### src/rtl/bus_slave_regs.sv
// Bus slave with seven read/write word registers and a read-only
// transaction counter, answering each strobe after a programmable wait.
module bus_slave_regs #(
    parameter int unsigned WAIT_CYCLES = 2
) (
    input  logic        clk,
    input  logic        reset,
    input  logic        cs_,
    input  logic        as_,
    input  logic        rw,
    input  logic [29:0] addr,
    input  logic [31:0] wr_data,
    output logic [31:0] rd_data,
    output logic        rdy_
);

    localparam logic [1:0] ST_IDLE = 2'd0;
    localparam logic [1:0] ST_WAIT = 2'd1;
    localparam logic [1:0] ST_ACK  = 2'd2;

    localparam logic [3:0] WAIT_INIT = 4'(WAIT_CYCLES);

    logic [1:0]  state_q, state_d;
    logic [3:0]  cnt_q, cnt_d;
    logic [2:0]  idx_q, idx_d;
    logic        rw_q, rw_d;
    logic [31:0] wdata_q, wdata_d;
    logic [31:0] regs_q [7];
    logic [31:0] regs_d [7];
    logic [15:0] txn_cnt_q, txn_cnt_d;

    logic req;
    logic ack;
    logic unused_addr;

    assign req         = !cs_ && !as_;
    assign ack         = (state_q == ST_ACK);
    assign unused_addr = ^addr[29:3];

    always_comb begin
        state_d = state_q;
        cnt_d   = cnt_q;
        idx_d   = idx_q;
        rw_d    = rw_q;
        wdata_d = wdata_q;
        unique case (state_q)
            ST_IDLE: begin
                if (req) begin
                    idx_d   = addr[2:0];
                    rw_d    = rw;
                    wdata_d = wr_data;
                    cnt_d   = WAIT_INIT;
                    state_d = (WAIT_CYCLES == 0) ? ST_ACK : ST_WAIT;
                end
            end
            ST_WAIT: begin
                // a dropped strobe abandons the transaction outright
                if (!req) begin
                    state_d = ST_IDLE;
                    cnt_d   = '0;
                end else begin
                    cnt_d = cnt_q - 4'd1;
                    if (cnt_q == 4'd1) begin
                        state_d = ST_ACK;
                    end
                end
            end
            ST_ACK: begin
                state_d = ST_IDLE;
            end
            default: begin
                state_d = ST_IDLE;
                cnt_d   = '0;
            end
        endcase
    end

    always_comb begin
        txn_cnt_d = txn_cnt_q;
        for (int i = 0; i < 7; i++) begin
            regs_d[i] = regs_q[i];
        end
        if (ack) begin
            txn_cnt_d = txn_cnt_q + 16'd1;
            for (int i = 0; i < 7; i++) begin
                if (!rw_q && idx_q == 3'(i)) begin
                    regs_d[i] = wdata_q;
                end
            end
        end
    end

    always_comb begin
        rd_data = '0;
        if (ack && rw_q) begin
            // the counter reads its value before this ACK's increment
            if (idx_q == 3'd7) begin
                rd_data = {16'h0000, txn_cnt_q};
            end else begin
                for (int i = 0; i < 7; i++) begin
                    if (idx_q == 3'(i)) begin
                        rd_data = regs_q[i];
                    end
                end
            end
        end
    end

    assign rdy_ = !ack;

    always_ff @(posedge clk) begin
        if (reset) begin
            state_q   <= ST_IDLE;
            cnt_q     <= '0;
            idx_q     <= '0;
            rw_q      <= 1'b0;
            wdata_q   <= '0;
            txn_cnt_q <= '0;
            for (int i = 0; i < 7; i++) begin
                regs_q[i] <= '0;
            end
        end else begin
            state_q   <= state_d;
            cnt_q     <= cnt_d;
            idx_q     <= idx_d;
            rw_q      <= rw_d;
            wdata_q   <= wdata_d;
            txn_cnt_q <= txn_cnt_d;
            for (int i = 0; i < 7; i++) begin
                regs_q[i] <= regs_d[i];
            end
        end
    end

endmodule

### config.mk
export PLATFORM = sky130hd
export DESIGN_NAME = bus_slave_regs
export DESIGN_NICKNAME = d
export VERILOG_FILES = /design/src/rtl/bus_slave_regs.sv
export SDC_FILE = /design/constraint.sdc
export NUM_CORES = 1
export LEC_CHECK = 0
export CAP_MARGIN = 20
export CORE_MARGIN = 2
export CORE_UTILIZATION = 45
export DETAILED_ROUTE_END_ITERATION = 12
export GPL_TIMING_DRIVEN = 0
export SYNTH_ARGS = -nofsm -noshare
export SYNTH_HDL_FRONTEND = slang
export SYNTH_SLANG_ARGS = --single-unit
export TNS_END_PERCENT = 10
### constraint.sdc
create_clock -name clk -period 5.5 [get_ports clk]
set_input_delay 1.65 -clock clk [delete_from_list [all_inputs] [get_ports clk]]
set_output_delay 1.65 -clock clk [all_outputs]
set_load 0.02 [all_outputs]
# == Yosys cells after proc, flatten, opt, wreduce, memory -nomap -nowiden ==
# Memories as Yosys holds them, arrays and structs flattened.
# Cells that the tools add are included.
# totals
ramBits,224
ff_bits,58
mem_count,1
inputBits,67
word_cells,81
output_inout_bits,33
# memory_table
memory,words,word_bits,read_ports,rd_clocked_by_memory_dff,write_ports,line_no,source
regs_q,7,32,7,0,7,28,logic [31:0] regs_q [7];
# op_classes
n_reduce_logical,18
mux,34
addsub,2
eq_ne,12
bitwise,8
# ops
op,count
32-bit 2-to-1 mux,23
224-bit 2-to-1 mux,1
16-bit by 1-bit adder with 16-bit output (second input constant),1
3-bit equality test (second input constant),4
4-bit case mux with 3 select lines,1
1-bit logical AND,9
4-bit 2-to-1 mux,2
1-bit bitwise OR,7
3-bit by 2-bit equality test with 1-bit output (second input constant),2
2-bit 2-to-1 mux,3
2-bit AND reduction,3
4-bit by 1-bit equality test with 1-bit output (second input constant),1
1-bit logical NOT,4
2-bit case mux with 2 select lines,1
4-bit by 1-bit subtractor with 4-bit output (second input constant),1
3-bit by 1-bit equality test with 1-bit output (second input constant),1
3-bit logical NOT,1
1-bit 2-to-1 mux,3
3-bit != test (second input constant),1
2-bit by 1-bit equality test with 1-bit output (second input constant),1
2-bit equality test (second input constant),1
2-bit logical NOT,1
2-bit != test (second input constant),1
1-bit inverter,1

# == Logic depth before layout (Yosys ltp) ==
# Gate-level depths: netlist of the first run.
# depth
ltp_word,10
depth_mapped,8
mapped_depth_nobuf,5

# == Least setup slack after synthesis of the first run ==
# No wires, ideal clock.
# synth_path
path_kind,register -> output
startpoint,register idx_q[0]
endpoint,output port rd_data[10]
t_required_ns,3.850
stages_incl_launch_ff,8
t_arrival_ns,1.699
path_slack_ns,2.151
path_cell_list,dfxtp_1 -> buf_2 -> nand2b_1 -> buf_2 -> buf_4 -> o22a_1 -> o22ai_1 -> a221oi_1
# synth_via
elab_chain_len,10
elab_cells_between_ends,17
cone_classes,eq/ne (7); mux (9); reduce/logical (1)
# synth_lines
element,line_no,source
"start, declared",25,"logic [2:0] idx_q, idx_d;"
"start signal, assigned",125,idx_q <= idx_d;
3-bit logical NOT,101,if (idx_q == 3'(i)) begin
32-bit 2-to-1 mux (7 in a row),101,
32-bit 2-to-1 mux (*),97,if (idx_q == 3'd7) begin
32-bit 2-to-1 mux (*),95,if (ack && rw_q) begin
"end, declared",13,"output logic [31:0] rd_data,"
# Every way passes the cells marked *; elsewhere a longest branch is shown, timed or not.

# == Worst setup path after layout of the first run ==
# Ends and elaborated chain as after synthesis.

==> results.yml, run 1 <==
grt:
  grt_max_degree: 15
  grt_use_total_pct: 29.0
  antenna_found_initial: 0
  grt_overflow: 0
  grt_pass1_vias: 10900
  grt_pass1_wl_mm: 64.9
clock_tree:
  cts_tree: "done"
  ctsRootBufferMaster: "clkbuf_16"
  clockBufferDepth: 3
  hold_buffers: 0
  post_cts_resized: 0
  cts_made_buffers: 31
  insertion_delay_ns: 0.57
  cts_max_level: 1
  cts_setup_buffers: 0
  clkSlewWorstSetupHoldPaths_ns: 0.06
  cts_sinks: 282
yosys:
  synth_top_cell_area_share_pct: 45.0
  yosysWarnings: 0
  synth-edff-count: 0
  synth_cell_type_count: 49
  synthFlopType: "dfxtp_1"
  synth_area_leader_cell: "dfxtp_1"
  synth.avg_cell_area_um2: 7.71
  synth-async-reset-ratio_pct: 0
  seq_area_frac_synth_pct: 45.0
  yosys_register_bits: 282
  synthCells: 1629
  synth_nets: 1699
  synth.area.top_cells: "dfxtp_1 45%, nand2_1 16%, a21oi_1 11%, buf_4 3.1%, mux2_2 3.1%"
  syn-cell-area_um2: 12600
min_path:
  worstHoldStart: "regs_q[0][29]$_SDFFE_PP0P_"
  hold_end: "regs_q[0][29]$_SDFFE_PP0P_"
  min_path_type: "register to register"
  holdPathStages: 2
cells_and_area:
  syn_to_final_growth_pct: 17.4
  n_antenna_cell: 0
  num-nets-final: 1803
  drive_above_1_share_pct: 11.2
timing:
  fin_ws_ns: 0.479
  hold_viol: 0
  fin_crit_sh_pct: 91.3
  layout_min_cycle_time_ns: 5.02
  skew_ns: 0.0218
  fin_tns_setup_ns: 0
  relSlewSlack_pct: 44.2
  fmax_mhz: 199
  finalSetupViolCount: 0
  worst_pin_slew_ns: 0.837
  rsz0062_at_grt: "false"
  drv_slew: 0
placement:
  globalplace.congestion: 0.874
  io_buffers: 71
  hpwl_mm: 29.6
  dp_slack_ns: 1.15
drt:
  vias: 11700
  drt_iter0_markers: 1051
  routed_via_density: 5.50
  wl_mm: 42.5
  wire_per_inst_um: 19.9
  drc: 0
  ant_nets: 0
  dr.pass1.iters: 5
critical_path:
  critical_path_class: "register to output pin"
  critical_path_buf_inv_count: 4
  cp_common_cell: "clkbuf_1"
  cp.arrival_ns: 3.37
  critPathLaunchType: "register"
  cp.required_ns: 3.85
  worstPathCellList: "buf_2 > nand2b_1 > clkbuf_1 > clkbuf_1 > o22ai_1 > a221oi_1 > clkdlybuf4s50_1"
  crit_family: "buffers and inverters"
  cp_max_fo: 10
  endpoint_kind: "output pin"
  r2r_start: "state_q[1]$_SDFFE_PP0P_"
  r2r_slack_ns: 3.37
  slowest_stage: "clkdlybuf4s50_1"
  slowest_delay_ns: 0.69
  r2r_end: "regs_q[1][11]$_SDFFE_PP0P_"
  reg2regPathDepth: 5
die:
  die_area_um2: 29200
  die_y_um: 171
  start_util_pct: 45.4
  coreArea_um2: 27600
  die_w_um: 171
  ios: 100
  row_count: 61
pwr:
  p_leak_nw: 4.96
  irDropWorstVdd_uv: 219
  power.density_nw_per_um2: 300
outcome:
  status: "finished clean"
run:
  maxCapViolations: 0
==> worst register-to-register path, stage by stage, from the launching register on <==
cell and delay, ns:
dfxtp_1 0.52, nor4b_4 0.51, nand2_1 0.31, clkbuf_1 0.40
nand2_1 0.17, a21oi_1 0.08
==> how the worst max path moves through the flow <==
| stage | startpoint | to | depth (start not counted) |
|---|---|---|---|
| floorplan | idx_q[0]$_SDFFE_PP0P_ | rd_data[10] | 7 |
| global placement | idx_q[0]$_SDFFE_PP0P_ | rd_data[10] | 7 |
| detailed placement | idx_q[0]$_SDFFE_PP0P_ | rd_data[10] | 7 |
| CTS | idx_q[0]$_SDFFE_PP0P_ | rd_data[10] | 7 |
| global route | idx_q[0]$_SDFFE_PP0P_ | rd_data[12] | 7 |
| finish | idx_q[0]$_SDFFE_PP0P_ | rd_data[10] | 7 |
==> per-stage QoR <==
stage          cells  hold slack (ns)  util [%]  area, um^2  total power, mW
6_report        2132            0.454      53.4       14700             4.42
5_1_grt         2132            0.468      53.4       14700             4.53
4_1_cts         2132            0.454      53.4       14700             4.43
3_5_place_dp    2078            0.445      49.7       13700             2.37
3_3_place_gp    2078            0.438      49.7       13700             2.37
2_1_floorplan   1629            0.432         -       12600             2.25
==> synth_stat cells, types with 4 or more instances <==
library cell / number
o22a_1: 17
nand3_1: 7
mux2_2: 34
o21ai_0: 24
o221a_2: 7
a221oi_1: 19
buf_4: 51
o221a_1: 5
nand4_1: 4
buf_2: 43
and2_1: 7
nand2b_1: 4
xnor2_1: 4
dfxtp_1: 282
nand2_1: 550
clkbuf_1: 54
a22oi_1: 24
xor2_1: 6
o22ai_1: 45
a22o_1: 17
buf_6: 13
nor3_1: 6
inv_1: 7
a21oi_1: 266
nor2b_1: 9
mux2i_1: 4
nor2_1: 80
buf_1: 7
and3_1: 4
==> cells in the final DEF (no fill, tap or decap), types with 19 or more instances in the layout <==
master	instances
o21ai_0	24
nor2_1	80
a21oi_1	266
buf_4	51
nand2_1	550
a221oi_1	19
clkbuf_16	31
mux2_2	34
clkbuf_1	65
a22oi_1	24
dfxtp_1	282
clkdlybuf4s50_1	71
o22ai_1	45
buf_2	43
==> sequential cells by signal, indices dropped and copies added (netlist names) <==
signal / count
rw_q: 1
idx_q: 3
wdata_q: 32
cnt_q: 4
txn_cnt_q: 16
regs_q: 224
state_q: 2
==> cell type report <==
cell class,instances,area [um^2]
tap,378,473
buffer,168,973
fill,2759,12900
sequential,282,5650
clock inverter,3,65.1
inverter,7,26.3
timing repair buffer,71,711
clock buffer,51,941
multi-input combinational,1172,5910
==> power by group <==
group | switching [mW] | total, mW | internal (mW)
sequential | 0.00519 | 2.06 | 2.06
clock | 0.848 | 2.09 | 1.24
combinational | 0.183 | 0.268 | 0.0852
total | 1.04 | 4.42 | 3.38
==> layer usage <==
layer / wire, um / global-route usage, %
met1: 19400 / 41.0
met2: 18700 / 46.2
met3: 3490 / 4.74
met4: 800 / 6.71
met5: 0 / 0
==> logic make-up (layout without fill, tap and decap cells) <==
group	Yosys count	in the layout	share of synthesized area (%)
AND/OR/NAND/NOR	688	688	22.1
flip-flops	282	282	45.0
adder cells (fa/ha/maj)	3	3	0.299
AO/OA/AOI/OAI	432	432	20.5
buffers and inverters	175	300	7.96
multiplexers	39	39	3.46
XOR/XNOR	10	10	0.698
Note: power is estimated with default switching activity, not from simulation.
==> run 2: changes to the inputs <==
--- a/config.mk
+++ b/config.mk
@@ -7,7 +7,7 @@
 export LEC_CHECK = 0
 export CAP_MARGIN = 20
 export CORE_MARGIN = 2
-export CORE_UTILIZATION = 45
+export CORE_UTILIZATION = 28
 export DETAILED_ROUTE_END_ITERATION = 12
 export GPL_TIMING_DRIVEN = 0
 export SYNTH_ARGS = -nofsm -noshare
==> run 2 against run 1 <==
Against the previous run: clock power about the same; global-route usage decreased by 11 points; hold slack about the same; utilization decreased by 19 points; total power increased by 0.29%; critical path type unchanged; largest power group unchanged.
==> results.yml, run 2 (same netlist as run 1, synthesis figures left out) <==
die:
  ios: 100
  die_w_um: 216
  die_y_um: 216
  die_area_um2: 46500
  start_util_pct: 28.4
  coreArea_um2: 44200
  row_count: 77
cells_and_area:
  syn_to_final_growth_pct: 19.7
  drive_above_1_share_pct: 11.6
  num-nets-final: 1803
  n_antenna_cell: 0
  reg_top3: "regs_q x224, wdata_q x32, txn_cnt_q x16"
  multiInputGateArea_um2: 5910
  layout_commonest_cell: "nand2_1"
  final_util_pct: 34.0
  regArea_um2: 5650
  largest_register_ffs: 224
  final_cell_mix: "550 x nand2_1, 282 x dfxtp_1, 266 x a21oi_1"
  nFillCells: 4596
  top_register: "regs_q"
  stdcell_count: 2349
  fin_area_um2: 15000
drt:
  dr.pass1.iters: 7
  drc: 0
  routed_via_density: 5.09
  wl_mm: 44.1
  ant_nets: 0
  drt_iter0_markers: 1090
  wire_per_inst_um: 18.8
  vias: 12000
placement:
  place_area_um2: 14000
  dp.cells: 2292
  dp_slack_ns: 0.927
  io_buffers: 71
  globalplace.congestion: 0.890
  hpwl_mm: 31.1
critical_path:
  critPathLaunchType: "register"
  endpoint_kind: "output pin"
  cp.required_ns: 3.85
  cp_max_fo: 10
  critical_path_class: "register to output pin"
  r2r_start: "state_q[1]$_SDFFE_PP0P_"
  cp.arrival_ns: 3.55
  r2r_slack_ns: 3.35
  r2r_end: "regs_q[1][19]$_SDFFE_PP0P_"
  reg2regPathDepth: 5
clock_tree:
  cts_sinks: 282
  post_cts_resized: 0
  clockBufferDepth: 3
  cts_made_buffers: 31
  cts_max_level: 1
  clkSlewWorstSetupHoldPaths_ns: 0.06
  cts_setup_buffers: 0
  ctsRootBufferMaster: "clkbuf_16"
  hold_buffers: 0
  cts_tree: "done"
  insertion_delay_ns: 0.57
pwr:
  p_leak_nw: 4.97
  intPower_mw: 3.38
  p_seq_share_pct: 46.5
  pwr-share-comb_pct: 6.1
  p_sw_mw: 1.05
  power.density_nw_per_um2: 295
  switching_share_pct: 23.7
  power_frac_clock_pct: 47.5
  irDropWorstVdd_uv: 226
  fin_total_pwr_mw: 4.43
min_path:
  worstHoldStart: "regs_q[4][13]$_SDFFE_PP0P_"
  min_path_type: "register to register"
  hold_end: "regs_q[4][13]$_SDFFE_PP0P_"
  holdPathStages: 2
timing:
  worst_pin_slew_ns: 0.792
  hold_viol: 0
  drv_slew: 0
  skew_ns: 0.0133
  fin_ws_ns: 0.299
  relSlewSlack_pct: 47.2
  fin_crit_sh_pct: 94.6
  rsz0062_at_grt: "false"
  finalSetupViolCount: 0
  layout_min_cycle_time_ns: 5.20
  fin_tns_setup_ns: 0
  fmax_mhz: 192
  holdWs_ns: 0.454
run:
  maxCapViolations: 0
grt:
  antenna_found_initial: 0
  grt_pass1_wl_mm: 66.3
  grt_max_degree: 15
  grt_pass1_vias: 11300
  grt_use_total_pct: 18.3
  grt_overflow: 0
outcome:
  status: "finished clean"
[run 2: routing by layer]
layer | wire length, um | vias to the layer above | global-route usage (%) | share of wire, %
met1 | 19500 | 5720 | 24.9 | 44
met5 | 0 | - | 0 | 0
met4 | 1230 | 0 | 5.89 | 2.8
li1 | - | 5670 | - | -
met3 | 3150 | 80 | 2.26 | 7.1
met2 | 20200 | 495 | 29.9 | 46
[run 2: worst max path at each step]
stage,endpoint,slack [ns],startpoint,cells past startpoint
4_1_cts,rd_data[22],0.31,idx_q[2]$_SDFFE_PP0P_,7
3_3_place_gp,rd_data[22],0.89,idx_q[2]$_SDFFE_PP0P_,7
3_5_place_dp,rd_data[22],0.93,idx_q[2]$_SDFFE_PP0P_,7
2_1_floorplan,rd_data[10],2.15,idx_q[0]$_SDFFE_PP0P_,7
5_1_grt,rd_data[22],0.14,idx_q[2]$_SDFFE_PP0P_,7
6_report,rd_data[22],0.30,idx_q[2]$_SDFFE_PP0P_,7
[run 2: power by group through the flow]
stage	Clock [mW]	Combinational (mW)	Sequential (mW)
after global routing	2.22	0.285	2.06
final	2.10	0.268	2.06
after CTS	2.13	0.265	2.06
after detailed placement	0	0.264	2.11
after global placement	0	0.263	2.11
after floorplan	0	0.149	2.10
[run 2: cell type report]
type                    instances  share of cell area (%)
inverters                       7                   0.175
clock buffers                  43                    5.80
plain buffers                 168                    6.48
multi-input cells            1172                    39.3
flip-flops and latches        282                    37.6
repair buffers                 71                    4.73
well taps                     592                    4.93
clock inverters                14                    1.02
[run 2: worst max-delay path, cell delays in order, from the launching register on]
cell and delay [ns]:
dfxtp_1 0.39, buf_4 0.23, nand3_1 0.29, and2_1 0.19
clkbuf_1 0.57, o21ai_0 0.26, a211oi_1 0.36, clkdlybuf4s50_1 0.68
==> run 3: changes to the inputs <==
--- a/config.mk
+++ b/config.mk
@@ -7,9 +7,10 @@
 export LEC_CHECK = 0
 export CAP_MARGIN = 20
 export CORE_MARGIN = 2
-export CORE_UTILIZATION = 28
+export CORE_UTILIZATION = 45
 export DETAILED_ROUTE_END_ITERATION = 12
 export GPL_TIMING_DRIVEN = 0
+export RECOVER_POWER = 25
 export SYNTH_ARGS = -nofsm -noshare
 export SYNTH_HDL_FRONTEND = slang
 export SYNTH_SLANG_ARGS = --single-unit
==> run 3 against run 2 <==
Against the previous run: fmax grew 3.6%; sequential share of layout area is 0.73 points higher; worst setup slack improved by 0.18 ns.
==> results.yml, run 3 (same netlist as run 1, synthesis figures left out) <==
die:
  die_area_um2: 29200
  start_util_pct: 45.4
  coreArea_um2: 27600
  ios: 100
  die_y_um: 171
  die_w_um: 171
  row_count: 61
cells_and_area:
  nFillCells: 2761
  syn_to_final_growth_pct: 17.4
  drive_above_1_share_pct: 11.1
  reg_top3: "regs_q x224, wdata_q x32, txn_cnt_q x16"
  stdcell_count: 2132
  layout_commonest_cell: "nand2_1"
  top_register: "regs_q"
  num-nets-final: 1803
  n_antenna_cell: 0
  largest_register_ffs: 224
  final_util_pct: 53.3
  final_cell_mix: "550 x nand2_1, 282 x dfxtp_1, 266 x a21oi_1"
pwr:
  power.density_nw_per_um2: 300
  irDropWorstVdd_uv: 218
  p_leak_nw: 4.95
clock_tree:
  hold_buffers: 0
  cts_made_buffers: 31
  cts_max_level: 1
  ctsRootBufferMaster: "clkbuf_16"
  cts_tree: "done"
  post_cts_resized: 0
  clockBufferDepth: 3
  cts_sinks: 282
  clkSlewWorstSetupHoldPaths_ns: 0.06
  insertion_delay_ns: 0.57
  cts_setup_buffers: 0
timing:
  fin_tns_setup_ns: 0
  worst_pin_slew_ns: 0.830
  rsz0062_at_grt: "false"
  drv_slew: 0
  hold_viol: 0
  fmax_mhz: 199
  fin_ws_ns: 0.479
  holdWs_ns: 0.454
  skew_ns: 0.0210
  finalSetupViolCount: 0
  relSlewSlack_pct: 44.6
  layout_min_cycle_time_ns: 5.02
  fin_crit_sh_pct: 91.3
critical_path:
  endpoint_kind: "output pin"
  critical_path_buf_inv_count: 4
  reg2regPathDepth: 5
  slowest_delay_ns: 0.69
  crit_family: "buffers and inverters"
  critical_path_class: "register to output pin"
  slowest_stage: "clkdlybuf4s50_1"
  cp_common_cell: "clkbuf_1"
  r2r_slack_ns: 3.38
  critPathLaunchType: "register"
  r2r_end: "regs_q[1][19]$_SDFFE_PP0P_"
  cp.arrival_ns: 3.37
  cp_max_fo: 10
  cp.required_ns: 3.85
  worstPathCellList: "buf_2 > nand2b_1 > clkbuf_1 > clkbuf_1 > o22ai_1 > a221oi_1 > clkdlybuf4s50_1"
  r2r_start: "state_q[1]$_SDFFE_PP0P_"
grt:
  grt_pass1_vias: 10900
  grt_overflow: 0
  grt_pass1_wl_mm: 64.9
  grt_max_degree: 15
  antenna_found_initial: 0
  grt_use_total_pct: 29.0
drt:
  drc: 0
  wire_per_inst_um: 19.9
  drt_iter0_markers: 1043
  routed_via_density: 5.49
  dr.pass1.iters: 5
  wl_mm: 42.5
  vias: 11700
  ant_nets: 0
min_path:
  holdPathStages: 2
  min_path_type: "register to register"
  worstHoldStart: "regs_q[0][29]$_SDFFE_PP0P_"
  hold_end: "regs_q[0][29]$_SDFFE_PP0P_"
placement:
  io_buffers: 71
  dp.cells: 2078
  hpwl_mm: 29.6
  globalplace.congestion: 0.874
  dp_slack_ns: 1.15
outcome:
  status: "finished clean"
run:
  maxCapViolations: 0
-- run 3: worst max-delay path by stage --
stage                  end                  start  slack, ns  cells after the start
2_1_floorplan  rd_data[10]  idx_q[0]$_SDFFE_PP0P_       2.15                      7
3_3_place_gp   rd_data[10]  idx_q[0]$_SDFFE_PP0P_       1.14                      7
3_5_place_dp   rd_data[10]  idx_q[0]$_SDFFE_PP0P_       1.15                      7
4_1_cts        rd_data[10]  idx_q[0]$_SDFFE_PP0P_       0.54                      7
5_1_grt        rd_data[12]  idx_q[0]$_SDFFE_PP0P_       0.42                      7
6_report       rd_data[10]  idx_q[0]$_SDFFE_PP0P_       0.48                      7
-- run 3: tightest hold or removal path, delay by kind of cell, from the launching register on --
kind | cells | cell delay (ns)
simple gates | 1 | 0.05
compound gates | 1 | 0.05
flops | 1 | 0.31
-- run 3: metrics by stage --
step | total power [mW] | cell area, um^2
floorplan | 2.25 | 12600
global placement | 2.37 | 13700
detailed placement | 2.37 | 13700
CTS | 4.43 | 14700
global route | 4.53 | 14700
finish | 4.42 | 14700
-- run 3: cell type report --
| class | instances | area (um^2) | area share, % |
|---|---|---|---|
| buffer | 168 | 971 | 6.59 |
| clock buffer | 51 | 941 | 6.38 |
| clock inverter | 3 | 65.1 | 0.441 |
| inverter | 7 | 26.3 | 0.178 |
| multi-input combinational | 1172 | 5910 | 40.1 |
| sequential | 282 | 5650 | 38.3 |
| tap | 378 | 473 | 3.21 |
| timing repair buffer | 71 | 711 | 4.82 |
-- run 3: metal layers --
layer  up-vias  wire length [um]  global-route usage [%]
li1       5672                 -                       -
met1      5521             19500                    41.0
met2       455             18700                    46.2
met3        60              3410                    4.74
met4         0               798                    6.71
met5         -                 0                       0
-- run 3: power breakdown --
group / internal [mW] / total [mW] / leakage [nW] / switching, mW
clock network: 1.24 / 2.09 / 0.492 / 0.847
logic: 0.0848 / 0.267 / 2.19 / 0.183
registers: 2.06 / 2.06 / 2.27 / 0.00519
